==> config.mk <==
export PLATFORM = sky130hd
export DESIGN_NAME = cdc_fifo_wr_arbiter
export DESIGN_NICKNAME = d
export VERILOG_FILES = /design/src/rtl/cdc_pkg.sv /design/src/rtl/cdc_rr_picker.sv /design/src/rtl/cdc_fifo_wr_arbiter.sv
export SDC_FILE = /design/constraint.sdc
export NUM_CORES = 1
export LEC_CHECK = 0
export CAP_MARGIN = 5
export CORE_ASPECT_RATIO = 0.75
export CORE_MARGIN = 2
export CORE_UTILIZATION = 30
export CTS_CLUSTER_DIAMETER = 150
export DETAILED_ROUTE_END_ITERATION = 16
export PLACE_DENSITY = 0.76
export SLEW_MARGIN = 20
export SYNTH_ARGS = -nofsm -noshare
export SYNTH_HDL_FRONTEND = slang
export SYNTH_SLANG_ARGS = --single-unit
==> constraint.sdc <==
create_clock -name clk_wr -period 6.3 [get_ports clk_wr]
set_clock_uncertainty 0.05 [all_clocks]
set_input_delay 1.26 -clock clk_wr [delete_from_list [all_inputs] [get_ports clk_wr]]
set_output_delay 1.26 -clock clk_wr [all_outputs]
set_load 0.005 [all_outputs]
==> src/rtl/cdc_pkg.sv <==
// Shared types and helpers for the CDC FIFO write-side arbiter.
package cdc_pkg;

    // Arbiter FSM states
    typedef enum logic {
        IDLE  = 1'b0,
        BURST = 1'b1
    } arb_st_t;

    // Index width for n requesters, never narrower than one bit
    function automatic int idw_f(input int n);
        return (n <= 2) ? 1 : $clog2(n);
    endfunction

endpackage

==> src/rtl/cdc_rr_picker.sv <==
// Combinational round-robin picker: first set request at or after ptr_i,
// wrapping modulo N_REQ. N_REQ is a power of two, so index wrap is free.
module cdc_rr_picker
    import cdc_pkg::*;
#(
    parameter  int N_REQ = 4,
    localparam int IDW   = idw_f(N_REQ)
) (
    input  logic [N_REQ-1:0] req_i,
    input  logic [IDW-1:0]   ptr_i,
    output logic [N_REQ-1:0] gnt_o,
    output logic [IDW-1:0]   idx_o
);

    logic           found;
    logic [IDW-1:0] cand;

    // Scan from the pointer upward and keep the first hit
    always_comb begin
        gnt_o = '0;
        idx_o = '0;
        found = 1'b0;
        cand  = '0;
        for (int i = 0; i < N_REQ; i++) begin
            cand = ptr_i + IDW'(i);
            if (!found && req_i[cand]) begin
                found        = 1'b1;
                idx_o        = cand;
                gnt_o[cand]  = 1'b1;
            end
        end
    end

endmodule

==> src/rtl/cdc_fifo_wr_arbiter.sv <==
// Round-robin burst arbiter feeding the write side of an async FIFO.
// An owner is latched in IDLE and streams up to MAX_BURST beats in BURST.
module cdc_fifo_wr_arbiter
    import cdc_pkg::*;
#(
    parameter int N_REQ     = 4,
    parameter int WIDTH     = 8,
    parameter int MAX_BURST = 4
) (
    input  logic                                 clk_wr,
    input  logic                                 arst_wr,
    input  logic [N_REQ-1:0]                     req_valid_i,
    input  logic [N_REQ-1:0][WIDTH-1:0]          req_data_i,
    input  logic [N_REQ-1:0]                     req_last_i,
    output logic [N_REQ-1:0]                     req_ready_o,
    input  logic                                 fifo_full_i,
    output logic                                 fifo_wr_en_o,
    output logic [idw_f(N_REQ)+WIDTH-1:0]        fifo_wr_data_o,
    output logic [N_REQ-1:0]                     grant_o,
    output logic                                 busy_o
);

    localparam int IDW = idw_f(N_REQ);
    localparam int CW  = $clog2(MAX_BURST + 1);

`ifndef NO_ASSERTIONS
    if ((N_REQ < 2) || ((N_REQ & (N_REQ - 1)) != 0)) begin : g_chk_nreq
        $error("cdc_fifo_wr_arbiter: N_REQ must be a power of 2 and >= 2");
    end
    if (MAX_BURST < 1) begin : g_chk_burst
        $error("cdc_fifo_wr_arbiter: MAX_BURST must be >= 1");
    end
`endif

    arb_st_t        state_q;
    logic [IDW-1:0] owner_q;
    logic [IDW-1:0] rr_ptr_q;
    logic [CW-1:0]  cnt_q;

    logic [N_REQ-1:0] pick_gnt;
    logic [IDW-1:0]   pick_idx;
    logic             any_req;
    logic             busy;
    logic             own_valid;
    logic             own_last;
    logic             xfer;
    logic             burst_done;
    logic [CW-1:0]    cnt_d;

    cdc_rr_picker #(.N_REQ(N_REQ)) u_pick (
        .req_i (req_valid_i),
        .ptr_i (rr_ptr_q),
        .gnt_o (pick_gnt),
        .idx_o (pick_idx)
    );

    assign any_req    = |pick_gnt;
    assign busy       = (state_q == BURST);
    assign own_valid  = req_valid_i[owner_q];
    assign own_last   = req_last_i[owner_q];
    assign xfer       = busy && own_valid && !fifo_full_i;
    assign cnt_d      = cnt_q + CW'(1);
    // Packet end or burst cap; only meaningful on a transfer cycle
    assign burst_done = own_last || (cnt_d == CW'(MAX_BURST));

    // Owner-facing handshake and FIFO write path; all zero outside BURST
    always_comb begin
        req_ready_o          = '0;
        grant_o              = '0;
        req_ready_o[owner_q] = busy && !fifo_full_i;
        grant_o[owner_q]     = busy;
        busy_o               = busy;
        fifo_wr_en_o         = xfer;
        fifo_wr_data_o       = xfer ? {owner_q, req_data_i[owner_q]} : '0;
    end

    // Arbitration FSM: latch owner in IDLE, count beats and exit in BURST
    always_ff @(posedge clk_wr or posedge arst_wr) begin
        if (arst_wr) begin
            state_q  <= IDLE;
            owner_q  <= '0;
            rr_ptr_q <= '0;
            cnt_q    <= '0;
        end else begin
            case (state_q)
                IDLE: begin
                    if (any_req) begin
                        state_q <= BURST;
                        owner_q <= pick_idx;
                        cnt_q   <= '0;
                    end
                end
                BURST: begin
                    // A transfer wins over abandon; a stall just holds
                    if (xfer) begin
                        cnt_q <= cnt_d;
                        if (burst_done) begin
                            state_q  <= IDLE;
                            rr_ptr_q <= owner_q + IDW'(1);
                        end
                    end else if (!own_valid) begin
                        state_q  <= IDLE;
                        rr_ptr_q <= owner_q + IDW'(1);
                    end
                end
                default: state_q <= IDLE;
            endcase
        end
    end

endmodule

Word level (Yosys, flattened, before mapping)
Cells that the tools add are included.
{"block": "classes", "reduce_logical": 20, "addsub": 5, "n_eq_ne": 5, "n_lt_le_gt_ge": 10, "mux": 47, "shifts": 0, "div_mod_pow": 0, "bitwise": 6, "mul": 0}
{"cell": "$mux W1", "n": 18}
{"cell": "$bmux W8 S2", "n": 1}
{"cell": "$mux W4", "n": 4}
{"cell": "$lt A2 B3 Y1 const B", "n": 5}
{"cell": "$mux W2", "n": 7}
{"cell": "$bmux W1 S2", "n": 6}
{"cell": "$or A4 B4 Y4", "n": 3}
{"cell": "$logic_and A1 B1 Y1", "n": 11}
{"cell": "$demux W1 S2", "n": 5}
{"cell": "$ge A2 B1 Y1 const B", "n": 5}
{"cell": "$mux W10", "n": 1}
{"cell": "$and A4 B4 Y4", "n": 2}
{"cell": "$mux W8", "n": 1}
{"cell": "$mux W3", "n": 2}
{"cell": "$ne A2 B1 Y1 const B", "n": 3}
{"cell": "$pmux W3 S2", "n": 1}
{"cell": "$add A2 B1 Y2 const B", "n": 2}
{"cell": "$add A2 B2 Y2 const B", "n": 2}
{"cell": "$logic_not A1 Y1", "n": 4}
{"cell": "$reduce_and A2 Y1", "n": 2}
{"cell": "$reduce_or A4 Y1", "n": 1}
{"cell": "$add A3 B1 Y3 const B", "n": 1}
{"cell": "$eq A3 B3 Y1 const B", "n": 1}
{"cell": "$reduce_and A3 Y1", "n": 1}
{"cell": "4 further kinds", "n": 4}
{"block": "word_totals", "regBits": 8, "in_bits": 43, "wordCells": 97, "output_inout_bits": 20, "rom_bits": 0, "latchBits": 0, "ram_bits": 0, "memories": 0}

Longest topological paths before layout
{"block": "logic_depth", "word_depth": 15, "depth_mapped": 8, "depth_no_buf": 7}

Cells and area by module
Synthesis repeated with hierarchy kept, for this count alone.
{"block": "hier_totals", "cells_unflattened": 145, "hier_area_um2": 1343.8}
{"mod": "cdc_fifo_wr_arbiter", "seq_area_each_um2": 200.2, "area_each_um2": 854.6, "instances": 1, "cells_per_inst": 80}
{"mod": "cdc_rr_picker", "seq_area_each_um2": 0.0, "area_each_um2": 489.2, "instances": 1, "cells_per_inst": 65}

Least setup slack after synthesis
Ideal clock, no wire load.
{"block": "synth_timing", "kind": "in2out", "from": "in req_valid_i[3]", "to": "out fifo_wr_data_o[2]", "t_arrival_ns": 2.180, "required_ns": 4.990, "n_path_buf": 1, "cell_stages": 4, "path_slack_ns": 2.810, "cell_sequence": "mux4_2 -> nand3b_1 -> buf_2 -> nor2b_1"}
{"block": "synth_via", "elab_chain_cells": 5}
{"element": "start: declaration", "line": "cdc_fifo_wr_arbiter.sv:12", "text": "input logic [N_REQ-1:0] req_valid_i,"}
{"element": "$bmux W1 S2", "line": "cdc_fifo_wr_arbiter.sv:59", "text": "assign own_valid = req_valid_i[owner_q];"}
{"element": "$mux W1 (not written as such)", "line": "cdc_fifo_wr_arbiter.sv:59"}
{"element": "$logic_and A1 B1 Y1 (2 in series)", "line": "cdc_fifo_wr_arbiter.sv:61", "text": "assign xfer = busy && own_valid && !fifo_full_i;"}
{"element": "$mux W10", "line": "cdc_fifo_wr_arbiter.sv:74", "text": "fifo_wr_data_o = xfer ? {owner_q, req_data_i[owner_q]} : '0;"}
{"element": "end: declaration", "line": "cdc_fifo_wr_arbiter.sv:18", "text": "output logic [idw_f(N_REQ)+WIDTH-1:0] fifo_wr_data_o,"}
No other way between the ends. The select of a mux whose other input is x is not followed.

Worst setup path in the final report
{"block": "layout_timing", "from": "in req_valid_i[3]", "to": "out fifo_wr_en_o"}
{"block": "layout_via", "elab_chain_cells": 4}
{"element": "$bmux W1 S2", "line": "cdc_fifo_wr_arbiter.sv:59"}
{"element": "$mux W1 (not written as such)", "line": "cdc_fifo_wr_arbiter.sv:59"}
{"element": "$logic_and A1 B1 Y1 (2 in series)", "line": "cdc_fifo_wr_arbiter.sv:61"}
{"element": "end: declaration", "line": "cdc_fifo_wr_arbiter.sv:17", "text": "output logic fifo_wr_en_o,"}
No other way between the ends. The select of a mux whose other input is x is not followed.

==> run_results.csv <==
group,metric,value,unit
drt,drt_wl_total,3030,µm
sta,period_share,0.746,
drt,drc,0,
worst_setup_path,r2r_start,"rr_ptr_q[0]$_DFFE_PP0P_",
run,maxCapViolCount,0,
worst_setup_path,critPathKind,"in -> out",
global_routing,grt_pass1_wl,4770,µm
die,die_h,57.0,µm
clock_network,cts_buffers,3,
global_routing,gr-usage-all-layers,0.146,
drt,vias_per_cell,4.80,
global_routing,overflow,0,
die,start_util,0.311,
drt,routedWlPerCell,14.1,µm
pwr,p_per_area,377,mW/mm²
logic_synthesis,syn_area,0.00112,mm²
logic_synthesis,ys_seq_area_frac,0.178,
clock_network,cts_root_buf,"clkbuf_8",
sta,finalSetupTns,0,ps
clock_network,ctsHoldBuffers,0,
logic_synthesis,synth_nets,157,
worst_setup_path,crit_start,"req_valid_i[3]",
drt,vias,1032,
logic_synthesis,netlist_instances,102,
cells_and_area,syn_to_final_growth,61.9,%
pwr,p_leak,0.000743,µW
sta,drv_slew,0,
pwr,p_seq_frac,0.226,
worst_setup_path,setup.worst_path.end_class,"output port",
clock_network,cts_num_sinks,8,
clock_network,tritoncts,"done",
worst_setup_path,critPathBufInv,3,
drt,drtAntennaViolNets,0,
pwr,peakVddDrop,0.000162,V
worst_setup_path,crit_path_max_fanout,15,
die,core,0.00361,mm²
worst_setup_path,rrSetupSlack,3510,ps
sta,rsz0062_at_grt,"false",
pwr,p_int,404,µW
logic_synthesis,ys_ff_latch,8,
clock_network,path_clk_slew,40,ps
worst_setup_path,crit_family,"buffers and inverters",
worst_setup_path,worstPathArrival,3390,ps
placed_design,io_buffers,62,
logic_synthesis,ys_top_cells_by_area,"mux4_2 (26%), dfrtp_1 (18%), ha_1 (13%)",
worst_setup_path,crit_slowest_cell,"mux4_2",
logic_synthesis,synth_top_cell_by_area,"mux4_2",
logic_synthesis,yosysWarnings,0,
run_status,status,"finished clean",
global_routing,antenna_found_initial,0,
sta,max_freq,213,MHz
sta,worst_pin_slew,806,ps
pwr,power_frac_clock,0.089,
worst_setup_path,cp_slowest_stage_delay,520,ps
worst_setup_path,critPathMostFrequentCell,"clkdlybuf4s50_1",
cells_and_area,drive_gt1_frac,0.147,
worst_setup_path,cp.required,4990,ps
die,die_area,0.00425,mm²
sta,hold_viol_final,0,
worst_setup_path,worstSetupStartpointType,"input port",
clock_network,cts_setup_buffers,0,
hold_path,hold_start,"cnt_q[1]$_DFFE_PP0P_",
worst_setup_path,path_cells,"clkdlybuf4s50_1 > mux4_2 > nand3b_1 > inv_1 > clkdlybuf4s50_1",
sta,max-slew-margin-rel,0.463,
global_routing,grt_max_degree,16,
pwr,combPwrFrac,0.686,
cells_and_area,n_fill_cell,330,
logic_synthesis,synthDistinctLibCells,31,
placed_design,gp_congestion,0.786,
global_routing,grt_pass1_vias,1048,
hold_path,worst_hold_path_type,"reg -> reg",
sta,setup_violations,0,
pwr,switching_share,0.410,
cells_and_area,design_area,0.00182,mm²
die,num_io_pins,63,
pwr,p_sw,280,µW
placed_design,hpwl,2520,µm
clock_network,htreeDepth,1,
clock_network,cts.path.max_buffers,2,
sta,period_minus_slack,4700,ps
logic_synthesis,synth.top_cell.area_share,0.261,
drt,dr.pass1.iters,4,
cells_and_area,final_nets,220,
die,fp.dieW,74.6,µm
die,rows,19,
logic_synthesis,syn_area_per_cell,11.0,µm²
placed_design,post_dp_cell_area,0.00178,mm²
cells_and_area,diodes,0,
drt,dr.first_iter.drc_count,16,
clock_network,clk_latency,230,ps
clock_network,cts-resized-gates,0,
[state kept, by name, indices dropped and copies added (netlist names)]
register and flops:
busy_o 1, rr_ptr_q 2, owner_q 2, cnt_q 3
[power by group through the flow]
stage / clock, µW / combinational [µW] / sequential [µW]
detailed placement: 0 / 471 / 157
finish: 60.7 / 469 / 154
global route: 65.9 / 513 / 166
floorplan: 0 / 375 / 108
CTS: 62.3 / 474 / 157
global placement: 0 / 456 / 152
[cells by family (layout without fill, tap and decap cells)]
kind of cell	count (synthesis)	in the layout	synth area share
compound gates	17	17	0.113
flops	8	8	0.178
mux	21	21	0.338
fa+ha+maj	12	12	0.134
simple gates	30	30	0.166
buf+inv	12	73	0.0557
xor+xnor	2	2	0.0156
[layout by cell type (no fill, tap or decap), types with 2 or more instances in the layout]
| cell | count |
|---|---|
| clkbuf_8 | 3 |
| mux2i_1 | 6 |
| and2_1 | 4 |
| clkdlybuf4s50_1 | 62 |
| a21oi_1 | 2 |
| nor2b_1 | 14 |
| xor2_1 | 2 |
| dfrtp_1 | 8 |
| ha_1 | 12 |
| nand2_1 | 3 |
| mux4_2 | 13 |
| o21ai_0 | 7 |
| nor2_1 | 2 |
| inv_1 | 8 |
[metrics by stage]
stage                     cells  worst slack, ps   util  hold slack [ps]  total power (µW)
after floorplan             102             2810      -              470               482
after global placement      212             1690  0.491              489               609
after detailed placement    212             1590  0.491              497               628
after CTS                   215             1590  0.503              502               693
after global routing        215             1500  0.503              523               745
final                       215             1600  0.503              497               685
[per-layer routing]
metal  up-vias  routed length, µm  track usage
li1        495                  -            -
met1       488               1330        0.198
met2        49               1500        0.244
met3         0                198       0.0283
met4         0                  0       0.0306
met5         -                  0            0
[worst reg2reg max path, delay by kind of cell (launching register included)]
kind                       cells  cell delay, ps
muxes                          2             920
DFF                            1             650
adders and majority gates      1             420
AOI/OAI and AO/OA              2             290
buffers and inverters          1             190
and+or+nand+nor                1             150
[cell type report]
type,instances,area [µm²],area share
flip-flops and latches,8,200,0.110
inverters,8,30.0,0.0165
multi-input cells,82,860,0.473
well taps,52,65.1,0.0358
clock buffers,3,41.3,0.0227
repair buffers,62,621,0.342
[cells in the mapped netlist (all sizes together)]
cell type / number
a21oi: 2
a2bb2oi: 1
and2: 4
buf: 4
dfrtp: 8
ha: 12
inv: 8
mux2: 2
mux2i: 6
mux4: 13
nand2: 3
nand3b: 1
nor2: 2
nor2b: 16
nor3: 1
nor4: 1
o2111ai: 1
o21a: 1
o21ai: 8
o21bai: 2
o22ai: 1
o2bb2ai: 1
or2: 1
or4: 1
xor2: 2
[worst paths after layout]
check / cells past startpoint / end
max: 5 / fifo_wr_en_o
min: 2 / cnt_q[1]$_DFFE_PP0P_
max reg2reg: 7 / owner_q[0]$_DFFE_PP0P_
min reg2reg: 2 / cnt_q[1]$_DFFE_PP0P_
max in group asynchronous: 2 / busy_o$_DFF_PP0_
min in group asynchronous: 2 / cnt_q[2]$_DFFE_PP0P_
(Power assumes the default switching activity.)
